<file path="config.mk">
export PLATFORM = sky130hd
export DESIGN_NAME = stack_ctrl_flat
export DESIGN_NICKNAME = d
export VERILOG_FILES = /design/src/rtl/cpu_common_pkg.sv /design/src/rtl/stack_ctrl_if.sv /design/src/rtl/stack_ctrl.sv /design/src/flat_wrapper.sv
export SDC_FILE = /design/constraint.sdc
export NUM_CORES = 1
export LEC_CHECK = 0
export CORE_MARGIN = 2
export CORE_UTILIZATION = 52
export CTS_CLUSTER_DIAMETER = 120
export DETAILED_ROUTE_END_ITERATION = 8
export PLACE_DENSITY = 0.93
export SLEW_MARGIN = 15
export SYNTH_ARGS = -nofsm -noshare
export SYNTH_HDL_FRONTEND = slang
export SYNTH_SLANG_ARGS = --single-unit
</file>
<file path="constraint.sdc">
create_clock -name clk -period 5.4 [get_ports clk]
set_clock_uncertainty 0.15 [all_clocks]
set_input_delay 0.54 -clock clk [delete_from_list [all_inputs] [get_ports clk]]
set_output_delay 0.54 -clock clk [all_outputs]
set_load 0.01 [all_outputs]
</file>
<file path="src/rtl/cpu_common_pkg.sv">
// cpu_common: types and constants shared between the control unit, the
// sp stage and the stack sequencer.
//   stack_op_t          - request opcode seen by stack_ctrl
//   sp_operation_t      - command issued to the sp stage each cycle
//   stack_ctrl_state_t  - sequencer FSM states
//   STACK_TOP_ADDR      - empty-stack sp value (also the sp reset value)
package cpu_common;

  typedef enum logic [1:0] {
    PUSH_8  = 2'd0,
    PUSH_16 = 2'd1,
    POP_8   = 2'd2,
    POP_16  = 2'd3
  } stack_op_t;

  typedef enum logic [1:0] {
    SP_NOP   = 2'd0,
    SP_INC_1 = 2'd1,
    SP_DEC_1 = 2'd2
  } sp_operation_t;

  typedef enum logic [2:0] {
    IDLE      = 3'd0,
    PUSH_HI   = 3'd1,
    PUSH_LO   = 3'd2,
    POP_INC   = 3'd3,
    POP_RD_LO = 3'd4,
    POP_RD_HI = 3'd5,
    POP_CAP   = 3'd6,
    RESP      = 3'd7
  } stack_ctrl_state_t;

  localparam logic [13:0] STACK_TOP_ADDR = 14'h3FFF;

endpackage

</file>
<file path="src/rtl/stack_ctrl_if.sv">
// stack_ctrl_if: request/response handshake between the control unit
// (master) and the stack sequencer (slave).
//   req_valid/req_ready  - request handshake, accepted when both are high
//   req_op/req_wdata     - opcode and push data
//   rsp_valid            - single-cycle completion pulse, no back-pressure
//   rsp_err/rsp_rdata    - error flag and pop data, qualified by rsp_valid
interface stack_ctrl_if;
  import cpu_common::*;

  logic          req_valid;
  logic          req_ready;
  stack_op_t     req_op;
  logic [15:0]   req_wdata;
  logic          rsp_valid;
  logic          rsp_err;
  logic [15:0]   rsp_rdata;

  modport master (
    output req_valid, req_op, req_wdata,
    input  req_ready, rsp_valid, rsp_err, rsp_rdata
  );

  modport slave (
    input  req_valid, req_op, req_wdata,
    output req_ready, rsp_valid, rsp_err, rsp_rdata
  );

endinterface

</file>
<file path="src/rtl/stack_ctrl.sv">
// stack_ctrl: push/pop sequencer for the CPU stack. Accepts 8/16-bit
// push/pop requests, steps the sp stage one byte at a time and performs
// byte-wide data-memory accesses. Overflow/underflow are detected on
// accept and reported through the response pulse.
//   clk, rst_n    - clock, synchronous active-low reset
//   reqBus        - request/response handshake (slave side)
//   sp_addr       - current stack pointer (next free byte, grows down)
//   sp_operation  - per-cycle command to the sp stage
//   mem_addr/mem_we/mem_re/mem_wdata/mem_rdata - byte memory port,
//                   read data returns the cycle after mem_re
module stack_ctrl
  import cpu_common::*;
#(
  parameter logic [13:0] STACK_LIMIT = 14'h2000,
  parameter logic [13:0] STACK_TOP   = STACK_TOP_ADDR
) (
  input  logic               clk,
  input  logic               rst_n,
  stack_ctrl_if.slave        reqBus,
  input  logic [13:0]        sp_addr,
  output sp_operation_t      sp_operation,
  output logic [13:0]        mem_addr,
  output logic               mem_we,
  output logic               mem_re,
  output logic [7:0]         mem_wdata,
  input  logic [7:0]         mem_rdata
);

  localparam logic [13:0] LIMIT_PLUS_ONE = STACK_LIMIT + 14'd1;
  localparam logic [13:0] TOP_MINUS_ONE  = STACK_TOP - 14'd1;

  stack_ctrl_state_t state_q;
  stack_op_t         op_q;
  logic [15:0]       wdata_q;
  logic [7:0]        loByte_q;
  logic              rspValid_q;
  logic              rspErr_q;
  logic [15:0]       rspRdata_q;
  logic [13:0]       memAddr_q;
  logic              memWe_q;
  logic              memRe_q;
  logic [7:0]        memWdata_q;
  sp_operation_t     spOp_q;
  logic              boundsErr;

  // Bounds check on the live sp value at the accept edge. A 16-bit push
  // needs two free bytes and a 16-bit pop needs two stored bytes.
  always_comb begin
    boundsErr = 1'b0;
    case (reqBus.req_op)
      PUSH_8:  boundsErr = (sp_addr < STACK_LIMIT);
      PUSH_16: boundsErr = (sp_addr < LIMIT_PLUS_ONE);
      POP_8:   boundsErr = (sp_addr == STACK_TOP);
      POP_16:  boundsErr = (sp_addr >= TOP_MINUS_ONE);
      default: boundsErr = 1'b0;
    endcase
  end

  // Sequencer FSM with registered outputs. Outputs are computed for the
  // state being entered, so sp_addr seen here is still the value before
  // any sp_operation issued in the current cycle takes effect; the +/-1
  // terms compensate for that.
  always_ff @(posedge clk) begin
    if (!rst_n) begin
      state_q    <= IDLE;
      op_q       <= PUSH_8;
      wdata_q    <= '0;
      loByte_q   <= '0;
      rspValid_q <= 1'b0;
      rspErr_q   <= 1'b0;
      rspRdata_q <= '0;
      memAddr_q  <= '0;
      memWe_q    <= 1'b0;
      memRe_q    <= 1'b0;
      memWdata_q <= '0;
      spOp_q     <= SP_NOP;
    end else begin
      memWe_q    <= 1'b0;
      memRe_q    <= 1'b0;
      spOp_q     <= SP_NOP;
      rspValid_q <= 1'b0;
      rspErr_q   <= 1'b0;
      rspRdata_q <= '0;

      case (state_q)
        IDLE: begin
          if (reqBus.req_valid) begin
            op_q    <= reqBus.req_op;
            wdata_q <= reqBus.req_wdata;
            if (boundsErr) begin
              state_q    <= RESP;
              rspValid_q <= 1'b1;
              rspErr_q   <= 1'b1;
            end else begin
              case (reqBus.req_op)
                PUSH_8: begin
                  state_q    <= PUSH_LO;
                  memWe_q    <= 1'b1;
                  memAddr_q  <= sp_addr;
                  memWdata_q <= reqBus.req_wdata[7:0];
                  spOp_q     <= SP_DEC_1;
                end
                PUSH_16: begin
                  state_q    <= PUSH_HI;
                  memWe_q    <= 1'b1;
                  memAddr_q  <= sp_addr;
                  memWdata_q <= reqBus.req_wdata[15:8];
                  spOp_q     <= SP_DEC_1;
                end
                default: begin
                  state_q <= POP_INC;
                  spOp_q  <= SP_INC_1;
                end
              endcase
            end
          end
        end

        PUSH_HI: begin
          state_q    <= PUSH_LO;
          memWe_q    <= 1'b1;
          memAddr_q  <= sp_addr - 14'd1;
          memWdata_q <= wdata_q[7:0];
          spOp_q     <= SP_DEC_1;
        end

        PUSH_LO: begin
          state_q    <= RESP;
          rspValid_q <= 1'b1;
        end

        POP_INC: begin
          memRe_q   <= 1'b1;
          memAddr_q <= sp_addr + 14'd1;
          if (op_q == POP_16) begin
            state_q <= POP_RD_LO;
            spOp_q  <= SP_INC_1;
          end else begin
            state_q <= POP_RD_HI;
          end
        end

        POP_RD_LO: begin
          state_q   <= POP_RD_HI;
          memRe_q   <= 1'b1;
          memAddr_q <= sp_addr + 14'd1;
        end

        // Read data for the POP_RD_LO access is on mem_rdata now.
        POP_RD_HI: begin
          state_q <= POP_CAP;
          if (op_q == POP_16) begin
            loByte_q <= mem_rdata;
          end
        end

        POP_CAP: begin
          state_q    <= RESP;
          rspValid_q <= 1'b1;
          if (op_q == POP_16) begin
            rspRdata_q <= {mem_rdata, loByte_q};
          end else begin
            rspRdata_q <= {8'h00, mem_rdata};
          end
        end

        RESP: begin
          state_q <= IDLE;
        end

        default: begin
          state_q <= IDLE;
        end
      endcase
    end
  end

  assign reqBus.req_ready = rst_n && (state_q == IDLE);
  assign reqBus.rsp_valid = rspValid_q;
  assign reqBus.rsp_err   = rspErr_q;
  assign reqBus.rsp_rdata = rspRdata_q;
  assign sp_operation     = spOp_q;
  assign mem_addr         = memAddr_q;
  assign mem_we           = memWe_q;
  assign mem_re           = memRe_q;
  assign mem_wdata        = memWdata_q;

endmodule

</file>
<file path="src/flat_wrapper.sv">
// flat-port wrapper written by rule: the top's interface ports become plain ports
module stack_ctrl_flat import cpu_common::*;
#(
  parameter logic [13:0] STACK_LIMIT = 14'h2000,
  parameter logic [13:0] STACK_TOP   = STACK_TOP_ADDR
)
  (clk, rst_n, sp_addr, sp_operation, mem_addr, mem_we, mem_re, mem_wdata, mem_rdata, reqBus_req_valid, reqBus_req_op, reqBus_req_wdata, reqBus_req_ready, reqBus_rsp_valid, reqBus_rsp_err, reqBus_rsp_rdata);
  stack_ctrl_if reqBus_i ();
  input  logic clk;
  input  logic rst_n;
  input  logic [13:0] sp_addr;
  output sp_operation_t sp_operation;
  output logic [13:0] mem_addr;
  output logic mem_we;
  output logic mem_re;
  output logic [7:0] mem_wdata;
  input  logic [7:0] mem_rdata;
  input wire logic [$bits(reqBus_i.req_valid)-1:0] reqBus_req_valid;
  input wire logic [$bits(reqBus_i.req_op)-1:0] reqBus_req_op;
  input wire logic [$bits(reqBus_i.req_wdata)-1:0] reqBus_req_wdata;
  output wire logic [$bits(reqBus_i.req_ready)-1:0] reqBus_req_ready;
  output wire logic [$bits(reqBus_i.rsp_valid)-1:0] reqBus_rsp_valid;
  output wire logic [$bits(reqBus_i.rsp_err)-1:0] reqBus_rsp_err;
  output wire logic [$bits(reqBus_i.rsp_rdata)-1:0] reqBus_rsp_rdata;
  assign reqBus_i.req_valid = reqBus_req_valid;
  assign reqBus_i.req_op = reqBus_req_op;
  assign reqBus_i.req_wdata = reqBus_req_wdata;
  assign reqBus_req_ready = reqBus_i.req_ready;
  assign reqBus_rsp_valid = reqBus_i.rsp_valid;
  assign reqBus_rsp_err = reqBus_i.rsp_err;
  assign reqBus_rsp_rdata = reqBus_i.rsp_rdata;
  stack_ctrl #(.STACK_LIMIT(STACK_LIMIT), .STACK_TOP(STACK_TOP)) u_core (.clk(clk), .rst_n(rst_n), .reqBus(reqBus_i), .sp_addr(sp_addr), .sp_operation(sp_operation), .mem_addr(mem_addr), .mem_we(mem_we), .mem_re(mem_re), .mem_wdata(mem_wdata), .mem_rdata(mem_rdata));
endmodule
</file>
==> flow_summary.rst, run 1 <==
.. list-table::
   :header-rows: 1

   * - Metric
     - Value
   * - Wire length after detailed routing
     - 8807 um
   * - Detailed-route via count
     - 3236
   * - Number of instances resized during post-cts repair
     - 0
   * - Hold Vio Cnt, Final
     - 0
   * - Final design instance area without fill
     - 0.004364 mm2
   * - Tightest Hold Check Type
     - flip-flop to flip-flop
   * - Depth of the CTS H-tree
     - 3
   * - Critical path's slowest cell
     - dfxtp_1
   * - DIE HEIGHT
     - 83.20 um
   * - Pin count of the biggest net entering global routing
     - 44
   * - Classification of the worst setup path
     - flip-flop to flip-flop
   * - Antenna diode instance count
     - 0
   * - Hold bufs inserted after CTS
     - 0
   * - Arrival time at the worst endpoint
     - 3.65 ns
   * - Startpoint kind of the worst setup timing path
     - flip-flop
   * - Count of flip-flops with a built-in enable after synthesis
     - 0
   * - Number of buffers added by the clock tree synthesis step
     - 9
   * - Setup repair after global routing missed its margin
     - false
   * - CTS clock-pin slew for the worst setup and hold paths
     - 0.07 ns
   * - Cell Chain, Critical Path
     - nor2b_1 > a22oi_1 > buf_4 > ha_1 > a2111oi_0 > o21ai_1 > a31o_2 > a21oi_1 > xnor2_1 > nand2_1 > a311oi_1
   * - Initial core utilization
     - 54.45%
   * - Final weighted congestion in routability-driven placement
     - 0.9729
   * - Maximum fanout along the worst path
     - 18
   * - Number of placed I/O pins
     - 88
   * - Standard-cell rows
     - 28
   * - Total power density per cell area
     - 326.3 mW/mm2
   * - Final critical-path required period
     - 3.541 ns
   * - Max Fclk
     - 282.4 MHz
   * - Primary flip-flop cell chosen by synthesis mapping
     - dfxtp_1
   * - Total DRC errors in the routed layout
     - 0
   * - FF-to-FF setup slack
     - 1.86 ns
   * - Actual slew at the worst max-slew pin
     - 0.8936 ns
   * - CP max stage delay
     - 0.72 ns
   * - Ratio of final minimum period to clock period
     - 65.58%
   * - Vias in the first global route
     - 3185
   * - Synthesized flop and latch total
     - 65
   * - Mean area per synthesized cell
     - 8.321 um2
   * - Final Slew Violations
     - 0
   * - Final HPWL from detailed placement
     - 6177 um
   * - Seq/Total Area, Yosys
     - 39.89%
   * - Chip Width
     - 83.20 um
   * - Outcome
     - finished, final reports clean
   * - Placeable Area
     - 0.005991 mm2
   * - Async S/R FF share, synth
     - 0%
   * - Proportion of layout cells with a drive suffix above 1
     - 6.042%
   * - Most frequent cell after synthesis
     - nand2_1
   * - Root buf cell
     - clkbuf_8
   * - Aggregate negative setup slack
     - 0 ns
   * - Vias per cell
     - 5.831
   * - Port Buffer Count
     - 87
   * - Final routed wire length divided by cell count
     - 15.87 um
   * - Die Footprint
     - 0.006922 mm2
   * - TritonCTS sink count
     - 65
   * - Synth top cells by count
     - 66 x nand2_1, 65 x dfxtp_1, 41 x nor2_1, 39 x a21oi_1, 26 x mux2i_1
   * - CTS max path bufs
     - 2
   * - Post-CTS setup repair buffer count
     - 0
   * - Finished Layout Cells
     - 555
   * - Final global-route overflow total
     - 0
   * - Post-DRT Antenna Nets
     - 0
   * - DRT Pass-1 Iters
     - 4
   * - Relative slew margins
     - 40.17%
   * - First-pass GRT wire length
     - 14500 um
   * - Static Leakage
     - 1.656 nW
   * - Area growth from synthesis to layout
     - 33.79%
   * - Gate count of the mapped netlist
     - 392
   * - Placed Instances
     - 539
   * - Largest area contributor in the synthesized netlist
     - dfxtp_1
   * - Net count reported at finish
     - 531
   * - Overall track demand over capacity in global routing
     - 25.80%
   * - Cells taking the most area after synthesis
     - dfxtp_1 40%, mux2i_1 8.0%, nand2_1 7.6%
   * - Count of routing violations after the opening detailed-route iteration
     - 282
   * - Initial antenna violation count
     - 0
   * - Data required time of the worst path
     - 5.51 ns
   * - Number of warnings issued by yosys
     - 0
   * - Endpoints failing setup
     - 0
   * - Maxcap violations
     - 0
   * - Mapped Area
     - 0.003262 mm2
   * - CTS tree
     - yes
   * - Clock insertion delay at the later pin of the skew report
     - 0.34 ns
   * - Yosys cell types
     - 54
   * - Worst VDD drop
     - 0.0001960 V
   * - Instance area after placement
     - 0.004168 mm2
   * - Post-synth net total
     - 448
   * - Critical Path End Type
     - flip-flop
   * - Area share of the leading cell type in the synthesized netlist
     - 39.89%
[registers in the layout, summed over array words and instances (netlist names)]
register / count
u_core.mem_wdata: 8
u_core.sp_operation: 2
u_core.wdata_q: 8
u_core.mem_we: 1
u_core.reqBus.rsp_rdata: 16
u_core.op_q: 2
u_core.mem_re: 1
u_core.reqBus.rsp_err: 1
u_core.state_q: 3
u_core.reqBus.rsp_valid: 1
u_core.mem_addr: 14
u_core.loByte_q: 8
[final timing paths]
check,start,cells after the start,endpoint
min,u_core.loByte_q[6],2,u_core.reqBus.rsp_rdata[6]
max,u_core.state_q[2],11,u_core.mem_addr[9]
max reg2reg,u_core.state_q[2],11,u_core.mem_addr[9]
min reg2reg,u_core.loByte_q[6],2,u_core.reqBus.rsp_rdata[6]
[where the power goes]
| group | switching, mW | internal (mW) |
|---|---|---|
| clock network | 0.190 | 0.224 |
| logic | 0.238 | 0.216 |
| registers | 0.0337 | 0.522 |
| total | 0.461 | 0.963 |
[stage by stage]
stage | hold WS (ns) | setup WS [ns] | util (%) | power, mW
2_1_floorplan | 0.2812 | 1.994 | - | 0.8476
3_3_place_gp | 0.2894 | 2.181 | 69.57 | 0.9947
3_5_place_dp | 0.2967 | 1.977 | 69.57 | 1.011
4_1_cts | 0.3044 | 1.910 | 72.85 | 1.424
5_1_grt | 0.3234 | 1.641 | 72.85 | 1.496
6_report | 0.3004 | 1.859 | 72.85 | 1.424
[layout make-up]
| cell class | instances | area, um2 |
|---|---|---|
| clock buffers | 11 | 141.4 |
| clock inverters | 5 | 55.05 |
| fillers | 431 | 1627 |
| inverters | 7 | 26.28 |
| multi-input cells | 302 | 1853 |
| flip-flops and latches | 65 | 1301 |
| well taps | 75 | 93.84 |
| repair buffers | 90 | 893.4 |
[cell usage in the layout (no fill, tap or decap), types with 2 or more instances in the layout]
cell	netlist	routed
dfxtp_1	65	65
nand4_1	4	4
o21a_1	3	3
nand2b_1	4	4
inv_1	6	6
a21oi_1	39	39
clkdlybuf4s50_1	0	87
o21ai_0	19	19
xnor2_1	9	9
nor2b_1	7	7
clkbuf_8	0	10
ha_1	12	12
buf_4	1	3
nor3_1	4	4
a211oi_1	5	5
mux2i_1	26	26
nor2_1	41	41
nor4_1	6	6
clkinvlp_4	0	2
a21o_1	5	5
o211ai_1	4	4
a31oi_1	4	4
a311oi_1	3	3
and2_1	11	11
clkinv_2	0	2
o21ai_1	2	2
nand2_1	66	66
nand3_1	3	3
[cell families (layout without fill, tap and decap cells)]
kind of cell	after synthesis	count (layout)	share of synthesized area, %
buf+inv	25	113	3.299
mux	26	26	7.979
xor+xnor	10	10	2.685
simple gates	157	157	22.63
compound gates	96	96	18.30
fa+ha+maj	13	13	5.217
flops	65	65	39.89
[critical path: cells and delay by family (launching register included)]
| kind | cells | cell delay, ns |
|---|---|---|
| XOR/XNOR | 1 | 0.14 |
| adder cells (fa/ha/maj) | 1 | 0.32 |
| buffers and inverters | 1 | 0.25 |
| flip-flops | 1 | 0.72 |
| AND/OR/NAND/NOR | 2 | 0.26 |
| AO/OA/AOI/OAI | 6 | 1.61 |
[routing by layer]
| metal | part of all wire [%] | routed length [um] | track usage, % |
|---|---|---|---|
| met3 | 7.8 | 690 | 7.058 |
| met1 | 39 | 3395 | 28.75 |
| met2 | 52 | 4554 | 45.45 |
| met4 | 1.9 | 167 | 11.92 |
| met5 | 0 | 0 | 0 |
(Power assumes the default switching activity.)
==> inputs of run 2 (changes only) <==
CORE_UTILIZATION = 48   (was 52)
PLACE_DENSITY = 0.87   (was 0.93)
clock period = 3.5 ns   (was 5.4 ns; I/O delays follow)
==> run 2 against run 1 <==
Against the previous run: non-clock buffer count up 4; flip-flop and latch count unchanged; setup slack worse by 1.5 ns.
==> flow_summary.rst, run 2 (synthesized netlist as in run 1, its figures left out) <==
.. list-table::
   :header-rows: 1

   * - Metric
     - Value
   * - Depth of the CTS H-tree
     - 3 (unchanged)
   * - Final core area utilization
     - 65.64% (-7.2 points)
   * - Count of routing violations after the opening detailed-route iteration
     - 183 (-35%)
   * - Cell Chain, Critical Path
     - nor2b_1 > a22oi_1 > buf_4 > ha_1 > a2111oi_0 > o21ai_1 > a221oi_2 > o21bai_1 > a21o_1 > a21o_1 > a31oi_1
   * - Arrival time at the worst endpoint
     - 3.29 ns (-0.36 ns)
   * - Pin count of the biggest net entering global routing
     - 44 (unchanged)
   * - Maxcap violations
     - 0 (unchanged)
   * - Worst reg2reg path depth
     - 11 (unchanged)
   * - Port Buffer Count
     - 87 (unchanged)
   * - Area taken by flip-flops and latches
     - 0.001303 mm2 (about the same)
   * - Classification of the worst setup path
     - flip-flop to flip-flop
   * - Hold Vio Cnt, Final
     - 0 (unchanged)
   * - Tightest Hold Check Type
     - flip-flop to flip-flop
   * - Area growth from synthesis to layout
     - 34.45%
   * - Global routing usage on met2
     - 39.51% (-5.9 points)
   * - TritonCTS sink count
     - 65 (unchanged)
   * - Root buf cell
     - clkbuf_8
   * - Final weighted congestion in routability-driven placement
     - 1.033 (+6.2%)
   * - Initial antenna violation count
     - 0 (unchanged)
   * - Global Route met3 Usage
     - 5.429% (-1.6 points)
   * - Most used routing layer
     - met2
   * - Setup repair after global routing missed its margin
     - false
   * - Post-DRT Antenna Nets
     - 0 (unchanged)
   * - Initial core utilization
     - 48.82% (-5.6 points)
   * - Number of placed I/O pins
     - 88 (unchanged)
   * - Hold_ws
     - 0.3030 ns (+0.002590 ns)
   * - Origin of the critical flop-to-flop path
     - u_core.state_q[0]
   * - Total power density per cell area
     - 486.1 mW/mm2 (+49%)
   * - Area used by multi-input combinational logic
     - 0.001853 mm2 (unchanged)
   * - Critical Path End Type
     - flip-flop
   * - DRT Pass-1 Iters
     - 6 (+2)
   * - Number of buffers added by the clock tree synthesis step
     - 9 (unchanged)
   * - Clock insertion delay at the later pin of the skew report
     - 0.34 ns (about the same)
   * - Proportion of layout cells with a drive suffix above 1
     - 7.231% (+1.2 points)
   * - Vias in the first global route
     - 2930 (-8.0%)
   * - Data required time of the worst path
     - 3.62 ns (-1.89 ns)
   * - Final global-route overflow total
     - 0 (unchanged)
   * - Hold path start
     - u_core.loByte_q[6]
   * - DIE HEIGHT
     - 86.44 um (+3.9%)
   * - Vias per cell
     - 5.541 (-5.0%)
   * - Aggregate negative setup slack
     - 0 ns (unchanged)
   * - Filler cell count
     - 574 (+33%)
   * - Actual slew at the worst max-slew pin
     - 0.9304 ns (+0.03683 ns)
   * - CTS tree
     - yes
   * - Startpoint kind of the worst setup timing path
     - flip-flop
   * - Max reg flops
     - 16 (unchanged)
   * - CP max stage delay
     - 0.44 ns (-0.28 ns)
   * - Chip Width
     - 86.44 um (+3.9%)
   * - Worst VDD drop
     - 0.0002473 V (+26%)
   * - Endpoints failing setup
     - 0 (unchanged)
   * - Maximum fanout along the worst path
     - 12 (-6)
   * - Die Footprint
     - 0.007471 mm2 (+7.9%)
   * - Commonest non-fill, non-tap cells in the layout
     - 87 x clkdlybuf4s50_1, 66 x nand2_1, 64 x dfxtp_1
   * - Placeable Area
     - 0.006681 mm2 (+12%)
   * - Total power
     - 2.132 mW (+50%)
   * - Leading cell type in the layout, fill and taps excluded
     - clkdlybuf4s50_1
   * - Total DRC errors in the routed layout
     - 0 (unchanged)
   * - Overall track demand over capacity in global routing
     - 22.16% (-3.6 points)
   * - Final HPWL from detailed placement
     - 5806 um (-6.0%)
   * - Timing startpoint of the critical path
     - u_core.state_q[0]
   * - Net count reported at finish
     - 535 (+0.75%)
   * - Cell occurring most often along the worst timing path
     - a21o_1
   * - Outcome
     - finished, final reports clean
   * - Static Leakage
     - 1.669 nW (+0.76%)
   * - Antenna diode instance count
     - 0 (unchanged)
   * - Relative slew margins
     - 37.70% (-2.5 points)
   * - Critical path's slowest cell
     - dfxtp_2
   * - Max Fclk
     - 315.5 MHz (+12%)
   * - CTS max path bufs
     - 2 (unchanged)
   * - Standard-cell rows
     - 30 (+7.1%)
   * - Cells on Worst Hold Path
     - 2 (unchanged)
   * - Final routed wire length divided by cell count
     - 14.55 um (-8.3%)
   * - Final Slew Violations
     - 0 (unchanged)
   * - Final critical-path required period
     - 3.169 ns (-0.3721 ns)
   * - First-pass GRT wire length
     - 13170 um (-9.2%)
   * - CTS clock-pin slew for the worst setup and hold paths
     - 0.08 ns (about the same)
   * - Met1 usage
     - 26.34% (-2.4 points)
   * - Detailed-route via count
     - 3125 (-3.4%)
   * - Wire length after detailed routing
     - 8204 um (-6.8%)
   * - Ratio of final minimum period to clock period
     - 90.55% (+25 points)
   * - Post-CTS setup repair buffer count
     - 0 (unchanged)
-- run 2: metrics by stage --
step | worst slack [ns] | cells | cell area (um2)
after floorplan | 0.09367 | 392 | 3262
after global placement | 0.4202 | 548 | 4204
after detailed placement | 0.2946 | 548 | 4204
after CTS | 0.2404 | 564 | 4384
after global routing | 0.07743 | 564 | 4385
final | 0.3309 | 564 | 4385
-- run 2: area by class of cell --
type                       instances  area share, %
multi-input combinational        302          42.25
sequential                        65          29.70
clock inverter                     6         0.9700
inverter                           7         0.5991
timing repair buffer              94          21.06
tap                               80          2.282
clock buffer                      10          3.138
-- run 2: metal layers --
layer | wire (um) | up-vias
met4 | 99 | 0
met1 | 3569 | 1432
met2 | 3983 | 127
met3 | 551 | 10
li1 | - | 1556
met5 | 0 | -
-- run 2: where the power goes --
part           switching, mW  internal [mW]  leakage [nW]
clock                  0.300          0.277        0.0887
sequential            0.0397          0.806         0.530
combinational          0.369          0.340          1.05
total                  0.709           1.42          1.67
-- run 2: worst paths after layout --
kind / end / slack (ns)
setup / recovery: u_core.mem_addr[13] / 0.33
setup reg to reg: u_core.mem_addr[13] / 0.33
hold reg to reg: u_core.reqBus.rsp_rdata[6] / 0.30
hold / removal: u_core.reqBus.rsp_rdata[6] / 0.30
-- run 2: critical path: cells and delay by family, from the launching register on --
| kind | cells | cell delay, ns |
|---|---|---|
| AO/OA/AOI/OAI | 8 | 1.68 |
| adder cells (fa/ha/maj) | 1 | 0.36 |
| buffers and inverters | 1 | 0.19 |
| flip-flops | 1 | 0.44 |
| AND/OR/NAND/NOR | 1 | 0.28 |
-- run 2: what timing repair did --
item | 4_1_cts | 5_1_grt
setup endpoints to repair | 0 | 2
resized for setup | 0 | 1
hold buffers | 0 | 0
